File: src/rtl/uart_rx_cfg.sv
// uart_rx_cfg: configurable UART receiver with 3-sample majority voting and valid/ready output
module uart_rx_cfg #(
  parameter int CLOCK_FREQUENCY = 100_000_000,
  parameter int BAUD_RATE       = 115_200,
  parameter int DATA_BITS       = 8,
  parameter int PARITY          = 0,
  parameter int STOP_BITS       = 1
) (
  input  logic                 clk,
  input  logic                 rst_n,
  input  logic                 rxd,
  output logic [DATA_BITS-1:0] rx_data,
  output logic                 rx_valid,
  input  logic                 rx_ready,
  output logic                 parity_err,
  output logic                 frame_err,
  output logic                 overrun,
  output logic                 break_det,
  output logic                 busy
);
  localparam int BIT_TICKS = CLOCK_FREQUENCY / BAUD_RATE;
  localparam int HALF      = BIT_TICKS / 2;
  localparam int TW        = $clog2(BIT_TICKS);
  localparam logic [TW-1:0] T_LAST = TW'(BIT_TICKS - 1);
  localparam logic [TW-1:0] T_SM0  = TW'(HALF - 1);
  localparam logic [TW-1:0] T_SM1  = TW'(HALF);
  localparam logic [TW-1:0] T_SPT  = TW'(HALF + 1);
  localparam logic [3:0] B_DLAST = 4'(DATA_BITS - 1);
  localparam logic [3:0] B_SLAST = 4'(STOP_BITS - 1);
  localparam logic PAR_ODD = (PARITY == 2);

  typedef enum logic [2:0] {S_IDLE, S_START, S_DATA, S_PAR, S_STOP} state_t;

  state_t                 state_q, state_d;
  logic [TW-1:0]          tick_q, tick_d;
  logic [1:0]             smp_q, smp_d;
  logic [3:0]             bit_q, bit_d;
  logic [DATA_BITS-1:0]   shift_q, shift_d;
  logic                   par_bad_q, par_bad_d;
  logic                   stop_bad_q, stop_bad_d;
  logic                   nz_q, nz_d;
  logic                   done_q, done_d;
  logic [DATA_BITS-1:0]   rx_data_q, rx_data_d;
  logic                   rx_valid_q, rx_valid_d;
  logic                   parity_err_q, parity_err_d;
  logic                   frame_err_q, frame_err_d;
  logic                   overrun_q, overrun_d;
  logic                   break_det_q, break_det_d;
  logic                   meta_q, s_rxd_q, hist_q;
  logic                   maj, spt, wrap, brk, load, drop;

  assign maj  = (smp_q[0] & smp_q[1]) | (smp_q[0] & s_rxd_q) | (smp_q[1] & s_rxd_q);
  assign spt  = tick_q == T_SPT;
  assign wrap = tick_q == T_LAST;
  assign brk  = ~nz_q;
  assign load = done_q & ~brk & (~rx_valid_q | rx_ready);
  assign drop = done_q & ~brk & rx_valid_q & ~rx_ready;

  assign rx_data    = rx_data_q;
  assign rx_valid   = rx_valid_q;
  assign parity_err = parity_err_q;
  assign frame_err  = frame_err_q;
  assign overrun    = overrun_q;
  assign break_det  = break_det_q;
  assign busy       = state_q != S_IDLE;

  // Two-flop synchroniser plus edge history; all idle high so reset release never looks like a start
  always_ff @(posedge clk or negedge rst_n) begin
    if (!rst_n) begin
      meta_q  <= 1'b1;
      s_rxd_q <= 1'b1;
      hist_q  <= 1'b1;
    end else begin
      meta_q  <= rxd;
      s_rxd_q <= meta_q;
      hist_q  <= s_rxd_q;
    end
  end

  // Frame FSM, bit timer, shifter and output holding registers
  always_ff @(posedge clk or negedge rst_n) begin
    if (!rst_n) begin
      state_q      <= S_IDLE;
      tick_q       <= '0;
      smp_q        <= '0;
      bit_q        <= '0;
      shift_q      <= '0;
      par_bad_q    <= 1'b0;
      stop_bad_q   <= 1'b0;
      nz_q         <= 1'b0;
      done_q       <= 1'b0;
      rx_data_q    <= '0;
      rx_valid_q   <= 1'b0;
      parity_err_q <= 1'b0;
      frame_err_q  <= 1'b0;
      overrun_q    <= 1'b0;
      break_det_q  <= 1'b0;
    end else begin
      state_q      <= state_d;
      tick_q       <= tick_d;
      smp_q        <= smp_d;
      bit_q        <= bit_d;
      shift_q      <= shift_d;
      par_bad_q    <= par_bad_d;
      stop_bad_q   <= stop_bad_d;
      nz_q         <= nz_d;
      done_q       <= done_d;
      rx_data_q    <= rx_data_d;
      rx_valid_q   <= rx_valid_d;
      parity_err_q <= parity_err_d;
      frame_err_q  <= frame_err_d;
      overrun_q    <= overrun_d;
      break_det_q  <= break_det_d;
    end
  end

  // Next-state: start detection, per-bit majority sampling, early exit at the last stop sample
  always_comb begin
    state_d    = state_q;
    tick_d     = (state_q == S_IDLE || wrap) ? '0 : tick_q + 1'b1;
    smp_d      = {tick_q == T_SM1 ? s_rxd_q : smp_q[1], tick_q == T_SM0 ? s_rxd_q : smp_q[0]};
    bit_d      = bit_q;
    shift_d    = shift_q;
    par_bad_d  = par_bad_q;
    stop_bad_d = stop_bad_q;
    nz_d       = nz_q;
    done_d     = 1'b0;
    case (state_q)
      S_IDLE: begin
        if (hist_q && !s_rxd_q) begin
          state_d    = S_START;
          bit_d      = '0;
          par_bad_d  = 1'b0;
          stop_bad_d = 1'b0;
          nz_d       = 1'b0;
        end
      end
      S_START: begin
        if (spt && maj) state_d = S_IDLE;
        else if (wrap) state_d = S_DATA;
      end
      S_DATA: begin
        if (spt) begin
          shift_d = {maj, shift_q[DATA_BITS-1:1]};
          nz_d    = nz_q | maj;
        end
        if (wrap) begin
          bit_d = (bit_q == B_DLAST) ? '0 : bit_q + 1'b1;
          if (bit_q == B_DLAST) state_d = (PARITY != 0) ? S_PAR : S_STOP;
        end
      end
      S_PAR: begin
        if (spt) begin
          par_bad_d = (^shift_q ^ maj) != PAR_ODD;
          nz_d      = nz_q | maj;
        end
        if (wrap) state_d = S_STOP;
      end
      S_STOP: begin
        if (spt) begin
          stop_bad_d = stop_bad_q | ~maj;
          nz_d       = nz_q | maj;
        end
        if (spt && bit_q == B_SLAST) begin
          state_d = S_IDLE;
          done_d  = 1'b1;
        end else if (wrap) begin
          bit_d = bit_q + 1'b1;
        end
      end
      default: state_d = S_IDLE;
    endcase
  end

  // Output handshake: load on completion unless a held word is still unread, then drop and flag overrun
  always_comb begin
    rx_valid_d   = load | (rx_valid_q & ~rx_ready);
    rx_data_d    = load ? shift_q : rx_data_q;
    parity_err_d = load ? par_bad_q : parity_err_q;
    frame_err_d  = load ? stop_bad_q : frame_err_q;
    overrun_d    = drop;
    break_det_d  = done_q & brk;
  end
endmodule
File: config.mk
export PLATFORM = sky130hd
export DESIGN_NAME = uart_rx_cfg
export DESIGN_NICKNAME = d
export VERILOG_FILES = /design/src/rtl/uart_rx_cfg.sv
export SDC_FILE = /design/constraint.sdc
export NUM_CORES = 1
export LEC_CHECK = 0
export CAP_MARGIN = 25
export CELL_PAD_IN_SITES_DETAIL_PLACEMENT = 0
export CELL_PAD_IN_SITES_GLOBAL_PLACEMENT = 1
export CORE_MARGIN = 10
export CORE_UTILIZATION = 52
export CTS_BUF_LIST = sky130_fd_sc_hd__clkbuf_8
export DETAILED_ROUTE_END_ITERATION = 8
export PLACE_DENSITY = 0.95
export SLEW_MARGIN = 5
export SYNTH_ARGS = -nofsm -noshare
export SYNTH_HDL_FRONTEND = slang
export SYNTH_SLANG_ARGS = --single-unit
File: constraint.sdc
create_clock -name clk -period 3.4 [get_ports clk]
set_input_delay 0.85 -clock clk [delete_from_list [all_inputs] [get_ports clk]]
set_output_delay 0.85 -clock clk [all_outputs]
set_load 0.005 [all_outputs]
== Word level (Yosys, flattened, before mapping) ==
Index checks and enable logic that the tools add are counted.
Widths: inputs -> output; s select.
Storage, ports and cells
  output and inout bits: 14
  input port bits: 4
  word-level logic and storage cells: 105
  flip-flop bits (word level): 47
Cells by class
  add/subtract/negate cells: 2
  bitwise gates (word level): 20
  reduce and logical (&&, ||, !) cells: 20
  eq/ne operators: 20
  muxes and demuxes: 24
Operator list (count)
  $eq 10x9->1 const B: 3
  $mux 3: 7
  $mux 4: 5
  $ne 2x2->1 const B: 8
  $pmux 3 s5: 1
  $pmux 4 s3: 1
  $add 10x1->10 const B: 1
  $eq 10x10->1 const B: 1
  $mux 10: 1
  $and 1x1->1: 9
  $reduce_and 3->1: 3
  $reduce_xor 8->1: 1
  $eq 3x2->1 const B: 2
  $mux 1: 6
  $or 1x1->1: 6
  $pmux 1 s2: 3
  $reduce_and 6->1: 1
  $reduce_bool 2->1: 3
  $reduce_bool 3->1: 2
  $reduce_and 5->1: 1
  $add 4x1->4 const B: 1
  $eq 4x3->1 const B: 1
  $logic_not 4->1: 1
  $ne 2x1->1 const B: 2
  11 further kinds: 16

== Longest topological paths before layout ==
Gate-level depths: netlist of the first run.
  depth after elaboration: 7
  mapped depth: 5

== Least setup slack after synthesis of the first run ==
Ideal clock, no wire load.
  path type: input to register
  from: in rx_ready
  to: reg frame_err_q, in the netlist frame_err
  cell stages on the path: 4
  path buffers: 1
  required time: 3275 ps
  arrival time: 1781 ps
  slack: 1495 ps
  path through: nand2b_1 -> nor2b_1 -> clkbuf_1 -> mux2_2
Between the ends
  word-level cells in the longest chain between the ends: 2
Ends and longest elaborated chain
  start: declaration: RTL line 14  | input logic rx_ready,
  $or 1x1->1: RTL line 56  | assign load = done_q & ~brk & (~rx_valid_q | rx_ready);
  $and 1x1->1: RTL line 56
  end signal: assignment: RTL line 111  | frame_err_q <= frame_err_d;
  end: declaration: RTL line 46  | logic frame_err_q, frame_err_d;
Every way passes these cells.
A chain may end at the register's enable or synchronous reset.

== Final worst setup path of the first run ==
  from: reg state_q[0]
  to: out busy
Between the ends
  word-level cells in the longest chain between the ends: 1
Ends and longest elaborated chain
  start: declaration: RTL line 34  | state_t state_q, state_d;
  start signal: assignment: RTL line 99  | state_q <= state_d;
  $reduce_bool 3->1: RTL line 65  | assign busy = state_q != S_IDLE;
  end: declaration: RTL line 19  | output logic busy
Every way passes these cells.

==> summary.txt, run 1 <==
Run status
  – Status: completed

Floorplanning
  – Starting density of the core: 54.5%
  – Core Rows: 23
  – Core Region: 0.00406 mm²
  – Ports: 18
  – Die span in y: 85.2 µm
  – Die area: 0.00726 mm²
  – Chip Width: 85.2 µm

Synthesis
  – Post-synthesis sequential area ratio: 53.4%
  – Adder-cell share of the synthesized area: 3.28%
  – Warnings, synthesis: 0
  – Post-synth top cells: 44 x dfrtp_1, 21 x nor2_1, 12 x mux2_1, 12 x nand2_1, 12 x xnor2_1
  – Simple logic cell fraction of the synthesized area: 18.1%
  – Area leader, netlist: dfrtp_1
  – Mux cell area share after synthesis: 11.7%
  – Post-synthesis xor/xnor area fraction: 6.96%
  – Main combinational cell family by area after synthesis: simple AND/OR/NAND/NOR gates
  – Number of synthesized flops with an enable pin: 0
  – Yosys top cell area share: 49.8%
  – Netlist Area Pre-Place: 0.00221 mm²
  – Syn Inst Count: 189
  – Library cells used by synthesis: 39
  – Synth top area cells: dfrtp_1 50%, mux2_1 6.1%, mux2_2 5.1%
  – Synth Flop Type: dfrtp_1
  – Complex-gate fraction of the synthesized area: 4.59%
  – Flop and latch count out of synthesis: 47
  – Syn_area_per_cell: 11.7 µm²
  – Async set or reset register ratio after synthesis: 100%
  – Syn Nets: 198
  – Most common cell in the synthesized netlist: dfrtp_1

Clock tree
  – Total CTS buffers: 5
  – Clk sinks: 47
  – Clk slew on worst S/H paths: 0.09 ns
  – Post-CTS Setup Repair Bufs: 0
  – H-tree Lvls: 2
  – CTS tree: built
  – Clk root buf: clkbuf_8
  – Clock latency on the worst-skew pair: 0.30 ns
  – Post-CTS Resized: 0
  – Worst-case clock buffer depth: 2
  – Hold-fix buffers at CTS: 0

Critical path
  – Flop2flop setup slack: 1.34 ns
  – CP required: 2.55 ns
  – Worst Setup SP: state_q[0]$_DFFE_PN0P_
  – CP max FO: 13
  – Arr. time, crit path: 1.73 ns
  – FF-to-FF Start: tick_q[0]$_DFF_PN0_
  – CP max stage delay: 0.52 ns
  – Worst setup SP type: flip-flop
  – Buf+Inv Stages, Crit Path: 1
  – CP Capture Type: primary output
  – Top delay family on crit path: flip-flops
  – Critical path's slowest cell: dfrtp_1
  – Crit-path cells: or3_1 -> clkdlybuf4s50_1
  – WS Path Type: reg2out

Drt
  – DRC viols: 0
  – DR WL met3: 183 µm
  – Routed met1 length: 1.76 mm
  – Routed wire length: 3.97 mm
  – DRT Pass-1 Iters: 4
  – Vias: 1,415
  – DR iter-0 viols: 88
  – Met2 WL post-DR: 1.99 mm
  – Vias per inst: 5.46
  – Top routing layer used: met4
  – Avg WL per Cell: 15.3 µm
  – Post-DRT Antenna Nets: 0

Hold path
  – Worst min path class: reg2reg
  – Min-Delay Startpoint: meta_q$_DFF_PN1_

Power
  – Sequential share of power: 59.1%
  – Switch Pwr: 305 µW
  – Clk pwr share: 29.2%
  – VDD IR max: 0.211 mV
  – Pleak: 0.00118 µW
  – Internal: 788 µW
  – Net switching fraction of the power: 27.9%
  – Combinational share of power: 11.7%
  – PwrDens: 434 mW/mm²

STA
  – Final period util: 76.0%
  – Setup WS post-layout: 0.817 ns
  – Max transition margin: 44.3%
  – Fmax: 387 MHz
  – Slew @ Worst Pin: 0.834 ns
  – Fin crit period: 2.58 ns
  – Final setup viols: 0
  – Setup TNS: 0 ns
  – Final hold vios: 0
  – Final Skew: 0.00966 ns
  – Max Slew Vio Count: 0
  – RSZ-0062 raised after global routing: no

Placed design
  – # port buffers: 17
  – Pre-CTS setup slack: 0.740 ns
  – Placer congestion estimate: 0.852
  – Post-DP HPWL: 2.84 mm

Cells and area
  – # diodes: 0
  – Share of cells above drive strength 1: 11.5%
  – P&R area growth vs syn: 13.9%
  – # fillers: 319
  – Final #Nets: 218
  – Sequential cell area: 0.00118 mm²
  – Multi-input logic area: 985 µm²

GRT
  – Vias in the first global route: 1,480
  – All-Layer GR Usage: 11.5%
  – First-pass GRT wire length: 7.02 mm
  – GRT Residual Overflow: 0
  – Pin count of the biggest net entering global routing: 48
  – Initial antenna violation count: 0

Flow run
  – Max-Cap Viols: 0
==> power groups by stage <==
stage | Combinational (µW) | Clock [µW] | Sequential, µW
3_5_place_dp | 126 | 0 | 655
5_1_grt | 149 | 353 | 653
6_report | 128 | 320 | 645
3_3_place_gp | 118 | 0 | 652
4_1_cts | 128 | 329 | 644
2_1_floorplan | 104 | 0 | 632
==> final cells by class <==
class | instances | share of cell area [%]
flip-flops and latches | 47 | 46.9
inverters | 6 | 0.895
multi-input cells | 131 | 39.1
well taps | 50 | 2.49
clock inverters | 2 | 0.547
repair buffers | 18 | 7.36
clock buffers | 5 | 2.73
==> kinds of logic (layout without fill, tap and decap cells) <==
family	count (synthesis)	in the layout
buf+inv	11	31
fa+ha+maj	6	6
xor+xnor	16	16
mux	23	23
flops	47	47
compound gates	15	15
simple gates	71	71
==> per-stage QoR <==
stage | total power [µW] | hold WS, ns | instances | area [µm²] | util, %
final | 1090 | 0.358 | 259 | 2520 | 62.0
after global placement | 770 | 0.346 | 251 | 2410 | 59.5
after detailed placement | 781 | 0.348 | 251 | 2410 | 59.5
after global routing | 1160 | 0.367 | 259 | 2520 | 62.0
after CTS | 1100 | 0.360 | 258 | 2500 | 61.5
after floorplan | 736 | 0.345 | 189 | 2210 | -
==> sequential cells by signal, summed over array words and instances, names as in the netlist, 2 cells and up <==
register and count:
tick_q 10, rx_data 8, shift_q 8, bit_q 4, state_q 3, smp_q 2
==> final timing paths <==
check / to / cells past startpoint
max reg2reg: bit_q[0]$_DFFE_PN0P_ / 5
max: busy / 2
max in group asynchronous: meta_q$_DFF_PN1_ / 2
min reg2reg: s_rxd_q$_DFF_PN1_ / 0
min in group asynchronous: tick_q[0]$_DFF_PN0_ / 1
min: s_rxd_q$_DFF_PN1_ / 0
==> per-layer routing <==
metal  track usage, %  vias to the layer above
li1                 -                      692
met1             13.5                      695
met2             19.3                       24
met3             3.63                        4
met4             3.74                        0
met5                0                        -
==> cell usage in the layout (no fill, tap or decap), types with 2 or more instances in the layout <==
cell,count
a21oi_1,5
and4bb_1,2
clkbuf_8,5
clkdlybuf4s50_1,16
dfrtp_1,44
dfstp_2,3
ha_1,5
inv_1,6
mux2_1,12
mux2_2,10
nand2_1,12
nand2b_1,3
nand3_1,6
nand3b_1,3
nand4_1,3
nor2_1,21
nor2b_1,7
nor3_1,3
nor3b_1,2
o211ai_1,4
or3_1,2
xnor2_1,12
xor2_1,3
Power figures use the tool's default switching activity.
==> run 2, diff against run 1 <==
--- a/config.mk
+++ b/config.mk
@@ -9,10 +9,10 @@
 export CELL_PAD_IN_SITES_DETAIL_PLACEMENT = 0
 export CELL_PAD_IN_SITES_GLOBAL_PLACEMENT = 1
 export CORE_MARGIN = 10
-export CORE_UTILIZATION = 52
+export CORE_UTILIZATION = 43
 export CTS_BUF_LIST = sky130_fd_sc_hd__clkbuf_8
 export DETAILED_ROUTE_END_ITERATION = 8
-export PLACE_DENSITY = 0.95
+export PLACE_DENSITY = 0.88
 export SLEW_MARGIN = 5
 export SYNTH_ARGS = -nofsm -noshare
 export SYNTH_HDL_FRONTEND = slang
==> constraint.sdc (replaced) <==
create_clock -name clk -period 2.32 [get_ports clk]
set_input_delay 0.58 -clock clk [delete_from_list [all_inputs] [get_ports clk]]
set_output_delay 0.58 -clock clk [all_outputs]
set_load 0.005 [all_outputs]
==> run 2 against run 1 <==
Net effect:
- setup slack got worse by 0.66 ns
- sequential cell count is the same
- routed wire length down 0.10%
- critical path depth unchanged
- core utilization decreased by 10 points
- sequential power up 45%
- final cell count is 10% higher
==> summary.txt, run 2 (same netlist as run 1, synthesis figures left out) <==
Run status
  – Status: completed (unchanged)

Drt
  – Vias per inst: 4.94 (was 5.46)
  – Vias: 1,414 (was 1,415)
  – Avg WL per Cell: 13.9 µm (was 15.3 µm)
  – DR iter-0 viols: 142 (was 88)
  – DRC viols: 0 (unchanged)
  – Routed wire length: 3.96 mm (was 3.97 mm)
  – Post-DRT Antenna Nets: 0 (unchanged)
  – DRT Pass-1 Iters: 4 (unchanged)

Clock tree
  – Clk sinks: 47 (unchanged)
  – Clock latency on the worst-skew pair: 0.30 ns (about the same)
  – H-tree Lvls: 2 (unchanged)
  – Clk slew on worst S/H paths: 0.09 ns (about the same)
  – Total CTS buffers: 5 (unchanged)
  – Post-CTS Resized: 0 (unchanged)
  – Clk root buf: clkbuf_8 (unchanged)
  – Worst-case clock buffer depth: 2 (unchanged)
  – CTS tree: built (unchanged)
  – Hold-fix buffers at CTS: 0 (unchanged)
  – Post-CTS Setup Repair Bufs: 0 (unchanged)

STA
  – RSZ-0062 raised after global routing: no (unchanged)
  – Max transition margin: 75.9% (was 44.3%)
  – Slew @ Worst Pin: 0.352 ns (was 0.834 ns)
  – Fin crit period: 2.16 ns
  – Max Slew Vio Count: 0 (unchanged)
  – Final hold vios: 0 (unchanged)
  – Setup WS post-layout: 0.160 ns (was 0.817 ns)
  – Final period util: 93.1%
  – Final setup viols: 0 (unchanged)
  – Setup TNS: 0 ns (unchanged)
  – Final Skew: 0.00614 ns (was 0.00966 ns)
  – Fmax: 463 MHz

Floorplanning
  – Die area: 0.00841 mm² (was 0.00726 mm²)
  – Core Rows: 26 (was 23)
  – Starting density of the core: 43.8% (was 54.5%)
  – Ports: 18 (unchanged)
  – Die span in y: 91.7 µm (was 85.2 µm)
  – Core Region: 0.00504 mm² (was 0.00406 mm²)
  – Chip Width: 91.7 µm (was 85.2 µm)

Critical path
  – Top delay family on crit path: buffers and inverters (was flip-flops)
  – Worst Setup SP: state_q[0]$_DFFE_PN0P_ (unchanged)
  – CP Capture Type: primary output (unchanged)
  – Crit-path cells: or3_1 -> clkdlybuf4s50_1 (unchanged)
  – CP max stage delay: 0.47 ns (was 0.52 ns)
  – Arr. time, crit path: 1.58 ns (was 1.73 ns)
  – Buf+Inv Stages, Crit Path: 1 (unchanged)
  – Total stage count of the critical path: 2 (unchanged)
  – CP required: 1.74 ns (was 2.55 ns)
  – WS Path Type: reg2out (unchanged)
  – FF-to-FF Start: tick_q[0]$_DFF_PN0_ (unchanged)
  – CP max FO: 3 (was 13)
  – Worst setup SP type: flip-flop (unchanged)
  – Critical path's slowest cell: clkdlybuf4s50_1 (was dfrtp_1)
  – Register-to-Register Path Depth: 5 (unchanged)

Cells and area
  – Biggest register: tick_q (unchanged)
  – # diodes: 0 (unchanged)
  – Max reg flops: 10 (unchanged)
  – Final Core Density: 51.6% (was 62.0%)
  – Final instance area: 0.00260 mm² (was 0.00252 mm²)
  – Final #Nets: 224 (was 218)
  – Share of cells above drive strength 1: 13.9% (was 11.5%)
  – Commonest non-fill, non-tap cell in the layout: dfrtp_1 (unchanged)
  – P&R area growth vs syn: 17.8% (was 13.9%)
  – Commonest cells after routing, fill and taps aside: 44 x dfrtp_1, 21 x nor2_1, 16 x clkdlybuf4s50_1 (unchanged)
  – # fillers: 448 (was 319)

Power
  – PwrDens: 664 mW/mm² (was 434 mW/mm²)
  – Power after layout: 1730 µW (was 1090 µW)
  – Pleak: 0.00122 µW (was 0.00118 µW)
  – VDD IR max: 0.385 mV (was 0.211 mV)

Placed design
  – Placer congestion estimate: 0.805 (was 0.852)
  – Pre-CTS setup slack: 0.357 ns (was 0.740 ns)
  – # port buffers: 17 (unchanged)
  – Post-DP HPWL: 2.91 mm (was 2.84 mm)
  – Placed cell areas: 0.00249 mm² (was 0.00241 mm²)

Hold path
  – Worst min path class: in2async (was reg2reg)

GRT
  – First-pass GRT wire length: 7.00 mm (was 7.02 mm)
  – Initial antenna violation count: 0 (unchanged)
  – Vias in the first global route: 1,476 (was 1,480)
  – GRT Residual Overflow: 0 (unchanged)
  – Pin count of the biggest net entering global routing: 28 (was 48)
  – All-Layer GR Usage: 10.2% (was 11.5%)

Flow run
  – Max-Cap Viols: 0 (unchanged)
[run 2: stage by stage]
stage | instances | hold slack (ns)
2_1_floorplan | 189 | 0.284
4_1_cts | 286 | 0.0806
3_5_place_dp | 278 | 0.353
3_3_place_gp | 278 | 0.346
5_1_grt | 286 | 0.0908
6_report | 286 | 0.0902
[run 2: where the power goes]
group	switching (µW)	internal, µW
Sequential	69.6	868
Clock	272	317
Combinational	113	88.6
Total	455	1270
[run 2: final timing paths]
kind | end | slack [ns]
min in group clk | s_rxd_q$_DFF_PN1_ | 0.37
worst min-delay path | tick_q[4]$_DFF_PN0_ | 0.09
worst max register to register | bit_q[1]$_DFFE_PN0P_ | 0.48
worst min register to register | s_rxd_q$_DFF_PN1_ | 0.37
worst max-delay path | busy | 0.16
max in group asynchronous | s_rxd_q$_DFF_PN1_ | 1.63
[run 2: area by class of cell]
type | instances | area, µm² | share of cell area [%]
Inverter | 6 | 22.5 | 0.865
Tap cell | 70 | 87.6 | 3.37
Sequential cell | 47 | 1180 | 45.3
Timing Repair Buffer | 24 | 218 | 8.37
Multi-Input combinational cell | 131 | 985 | 37.8
Clock inverter | 3 | 41.3 | 1.59
Clock buffer | 5 | 68.8 | 2.64
[run 2: metal layers]
layer / global-route usage (%) / wire length (µm) / part of all wire, % / vias to the layer above
li1: - / - / - / 705
met1: 11.8 / 1790 / 45 / 688
met2: 16.9 / 1970 / 50 / 15
met3: 2.77 / 119 / 3.0 / 6
met4: 5.09 / 88 / 2.2 / 0
met5: 0 / 0 / 0 / -
==> run 3, diff against run 2 <==
--- a/config.mk
+++ b/config.mk
@@ -8,11 +8,12 @@
 export CAP_MARGIN = 25
 export CELL_PAD_IN_SITES_DETAIL_PLACEMENT = 0
 export CELL_PAD_IN_SITES_GLOBAL_PLACEMENT = 1
-export CORE_MARGIN = 10
-export CORE_UTILIZATION = 43
+export CORE_ASPECT_RATIO = 0.6
+export CORE_MARGIN = 5
+export CORE_UTILIZATION = 48
 export CTS_BUF_LIST = sky130_fd_sc_hd__clkbuf_8
 export DETAILED_ROUTE_END_ITERATION = 8
-export PLACE_DENSITY = 0.88
+export PLACE_DENSITY = 0.92
 export SLEW_MARGIN = 5
 export SYNTH_ARGS = -nofsm -noshare
 export SYNTH_HDL_FRONTEND = slang
==> constraint.sdc (replaced) <==
create_clock -name clk -period 2.15 [get_ports clk]
set_input_delay 0.5375 -clock clk [delete_from_list [all_inputs] [get_ports clk]]
set_output_delay 0.5375 -clock clk [all_outputs]
set_load 0.005 [all_outputs]
==> run 3 against run 2 <==
Net effect:
- via count increased by 1.3%
- critical path depth unchanged
- worst hold slack improved by 0.22 ns
- final cell count decreased by 2.8%
- global-route usage increased by 3.9 points
- sequential share of layout area increased by 0.31 points
- register-to-register slack got worse by 0.21 ns
- setup slack got worse by 0.084 ns
- combinational power increased by 8%
- non-clock buffer count decreased by 1
==> summary.txt, run 3 (same netlist as run 1, synthesis figures left out) <==
Run status
  – Status: completed (unchanged)

Placed design
  – Placed cell areas: 0.00248 mm² (was 0.00249 mm²)
  – Pre-CTS setup slack: 0.172 ns (was 0.357 ns)
  – Post-DP HPWL: 2.82 mm (was 2.91 mm)
  – # port buffers: 17 (unchanged)
  – DP Cell Count: 270 (was 278)
  – Placer congestion estimate: 0.751 (was 0.805)

Drt
  – Vias: 1,433 (was 1,414)
  – DRC viols: 0 (unchanged)
  – DR WL met3: 162 µm (was 119 µm)
  – DRT Pass-1 Iters: 4 (unchanged)
  – Top routing layer used: met4 (unchanged)
  – Met2 WL post-DR: 1.72 mm (was 1.97 mm)
  – Routed wire length: 3.94 mm (was 3.96 mm)
  – Avg WL per Cell: 14.2 µm (was 13.9 µm)
  – Post-DRT Antenna Nets: 0 (unchanged)
  – DR iter-0 viols: 115 (was 142)
  – Vias per inst: 5.15 (was 4.94)
  – Routed met1 length: 2.03 mm (was 1.79 mm)

STA
  – Max Slew Vio Count: 0 (unchanged)
  – Setup WS post-layout: 0.0764 ns (was 0.160 ns)
  – Setup TNS: 0 ns (unchanged)
  – Final Skew: 0.00426 ns (was 0.00614 ns)
  – Max transition margin: 62.1% (was 75.9%)
  – Fmax: 482 MHz
  – Final setup viols: 0 (unchanged)
  – RSZ-0062 raised after global routing: no (unchanged)
  – Fin crit period: 2.07 ns
  – Final period util: 96.4%
  – Slew @ Worst Pin: 0.568 ns (was 0.352 ns)
  – Final hold vios: 0 (unchanged)

Clock tree
  – Clk root buf: clkbuf_8 (unchanged)
  – H-tree Lvls: 2 (unchanged)
  – Hold-fix buffers at CTS: 0 (unchanged)
  – Clock latency on the worst-skew pair: 0.30 ns (about the same)
  – Clk sinks: 47 (unchanged)
  – Total CTS buffers: 5 (unchanged)
  – Worst-case clock buffer depth: 2 (unchanged)
  – CTS tree: built (unchanged)
  – Clk slew on worst S/H paths: 0.08 ns (was 0.09 ns)
  – Post-CTS Setup Repair Bufs: 0 (unchanged)

Power
  – Pleak: 0.00121 µW (was 0.00122 µW)
  – Clk pwr share: 32.3% (was 34.1%)
  – Sequential share of power: 55.7% (was 54.2%)
  – Net switching fraction of the power: 26.8% (was 26.3%)
  – PwrDens: 701 mW/mm² (was 664 mW/mm²)
  – Internal: 1330 µW (was 1270 µW)
  – VDD IR max: 0.465 mV (was 0.385 mV)
  – Combinational share of power: 12.0% (was 11.7%)
  – Switch Pwr: 486 µW (was 455 µW)

Critical path
  – CP required: 1.61 ns (was 1.74 ns)
  – Flop2flop setup slack: 0.27 ns (was 0.48 ns)
  – CP max stage delay: 0.45 ns (was 0.47 ns)
  – Worst setup SP type: flip-flop (unchanged)
  – CP max FO: 3 (unchanged)
  – Worst Setup EP: busy (unchanged)
  – Register-to-Register Path Depth: 5 (unchanged)
  – WS Path Type: reg2out (unchanged)
  – FF-to-FF End: bit_q[1]$_DFFE_PN0P_ (unchanged)
  – Arr. time, crit path: 1.54 ns (was 1.58 ns)
  – Worst Setup SP: state_q[0]$_DFFE_PN0P_ (unchanged)
  – Crit-path cells: or3_4 -> clkdlybuf4s50_1 (was or3_1 -> clkdlybuf4s50_1)
  – CP Capture Type: primary output (unchanged)
  – FF-to-FF Start: tick_q[0]$_DFF_PN0_ (unchanged)
  – Critical path's slowest cell: clkdlybuf4s50_1 (unchanged)

Cells and area
  – Biggest register: tick_q (unchanged)
  – Final instance area: 0.00258 mm² (was 0.00260 mm²)
  – # fillers: 405 (was 448)
  – Commonest cells after routing, fill and taps aside: 44 x dfrtp_1, 21 x nor2_1, 16 x clkdlybuf4s50_1 (unchanged)
  – Layout Cells excl Fill: 278 (was 286)
  – P&R area growth vs syn: 17.0% (was 17.8%)
  – # diodes: 0 (unchanged)
  – Max reg flops: 10 (unchanged)
  – Commonest non-fill, non-tap cell in the layout: dfrtp_1 (unchanged)
  – Share of cells above drive strength 1: 14.4% (was 13.9%)
  – Final Core Density: 57.2% (was 51.6%)
  – Final #Nets: 223 (was 224)

Floorplanning
  – Die area: 0.00610 mm² (was 0.00841 mm²)
  – Core Region: 0.00452 mm² (was 0.00504 mm²)
  – Starting density of the core: 48.9% (was 43.8%)
  – Die span in y: 62.6 µm (was 91.7 µm)
  – Ports: 18 (unchanged)
  – Chip Width: 97.6 µm (was 91.7 µm)
  – Core Rows: 19 (was 26)

GRT
  – Pin count of the biggest net entering global routing: 48 (was 28)
  – All-Layer GR Usage: 14.1% (was 10.2%)
  – Initial antenna violation count: 0 (unchanged)
  – First-pass GRT wire length: 6.85 mm (was 7.00 mm)
  – Vias in the first global route: 1,355 (was 1,476)
  – GRT Residual Overflow: 0 (unchanged)

Hold path
  – Worst min path class: in2async (unchanged)

Flow run
  – Max-Cap Viols: 0 (unchanged)
-- run 3: changes by cell type in the layout (fill, tap and decap cells not counted), sizes merged --
cell / change
inv: -1
bufinv: -1
buf: -1
clkbuf: +2
-- run 3: worst min-delay path by stage --
| stage | start | endpoint | slack, ns |
|---|---|---|---|
| after floorplan | rst_n | bit_q[0]$_DFFE_PN0P_ | 0.24 |
| after global placement | meta_q$_DFF_PN1_ | s_rxd_q$_DFF_PN1_ | 0.35 |
| after detailed placement | meta_q$_DFF_PN1_ | s_rxd_q$_DFF_PN1_ | 0.35 |
| after CTS | rst_n | rx_data[0]$_DFFE_PN0P_ | 0.33 |
| after global routing | rst_n | rx_data[1]$_DFFE_PN0P_ | 0.36 |
| final | rst_n | rx_data[2]$_DFFE_PN0P_ | 0.31 |
-- run 3: what timing repair did --
item / in CTS / in global routing
endpoints found under the hold margin: 0 / 0
resized for setup: 0 / 1
setup endpoints to repair: 0 / 1
-- run 3: power by group through the flow --
stage	Combinational, µW	Clock (µW)	Sequential (µW)
finish	218	586	1010
global route	257	645	1020
CTS	220	607	1010
detailed placement	219	0	1030
global placement	213	0	1030
floorplan	164	0	1000
-- run 3: layer usage --
layer  global-route usage, %  vias to the layer above
met5                       0                        -
met4                    4.15                        0
met3                    4.35                        4
met2                    19.7                       23
met1                    20.9                      695
li1                        -                      711
-- run 3: layout make-up --
type,count,area [µm²],area share [%]
sequential,47,1180,45.6
multi-input combinational,131,990,38.3
timing repair buffer,23,210,8.13
clock buffer,7,96.3,3.73
tap,63,78.8,3.05
inverter,6,22.5,0.871
clock inverter,1,7.51,0.290
-- run 3: critical path, delay by kind of cell, from the launching register on --
kind	cells	cell delay, ns
DFF	1	0.39
and+or+nand+nor	1	0.40
buffers and inverters	1	0.45
-- run 3: per-stage QoR --
step           total power, µW  hold WS, ns
6_report                  1810        0.307
5_1_grt                   1920        0.359
4_1_cts                   1840        0.331
3_5_place_dp              1250        0.348
3_3_place_gp              1240        0.346
2_1_floorplan             1160        0.242
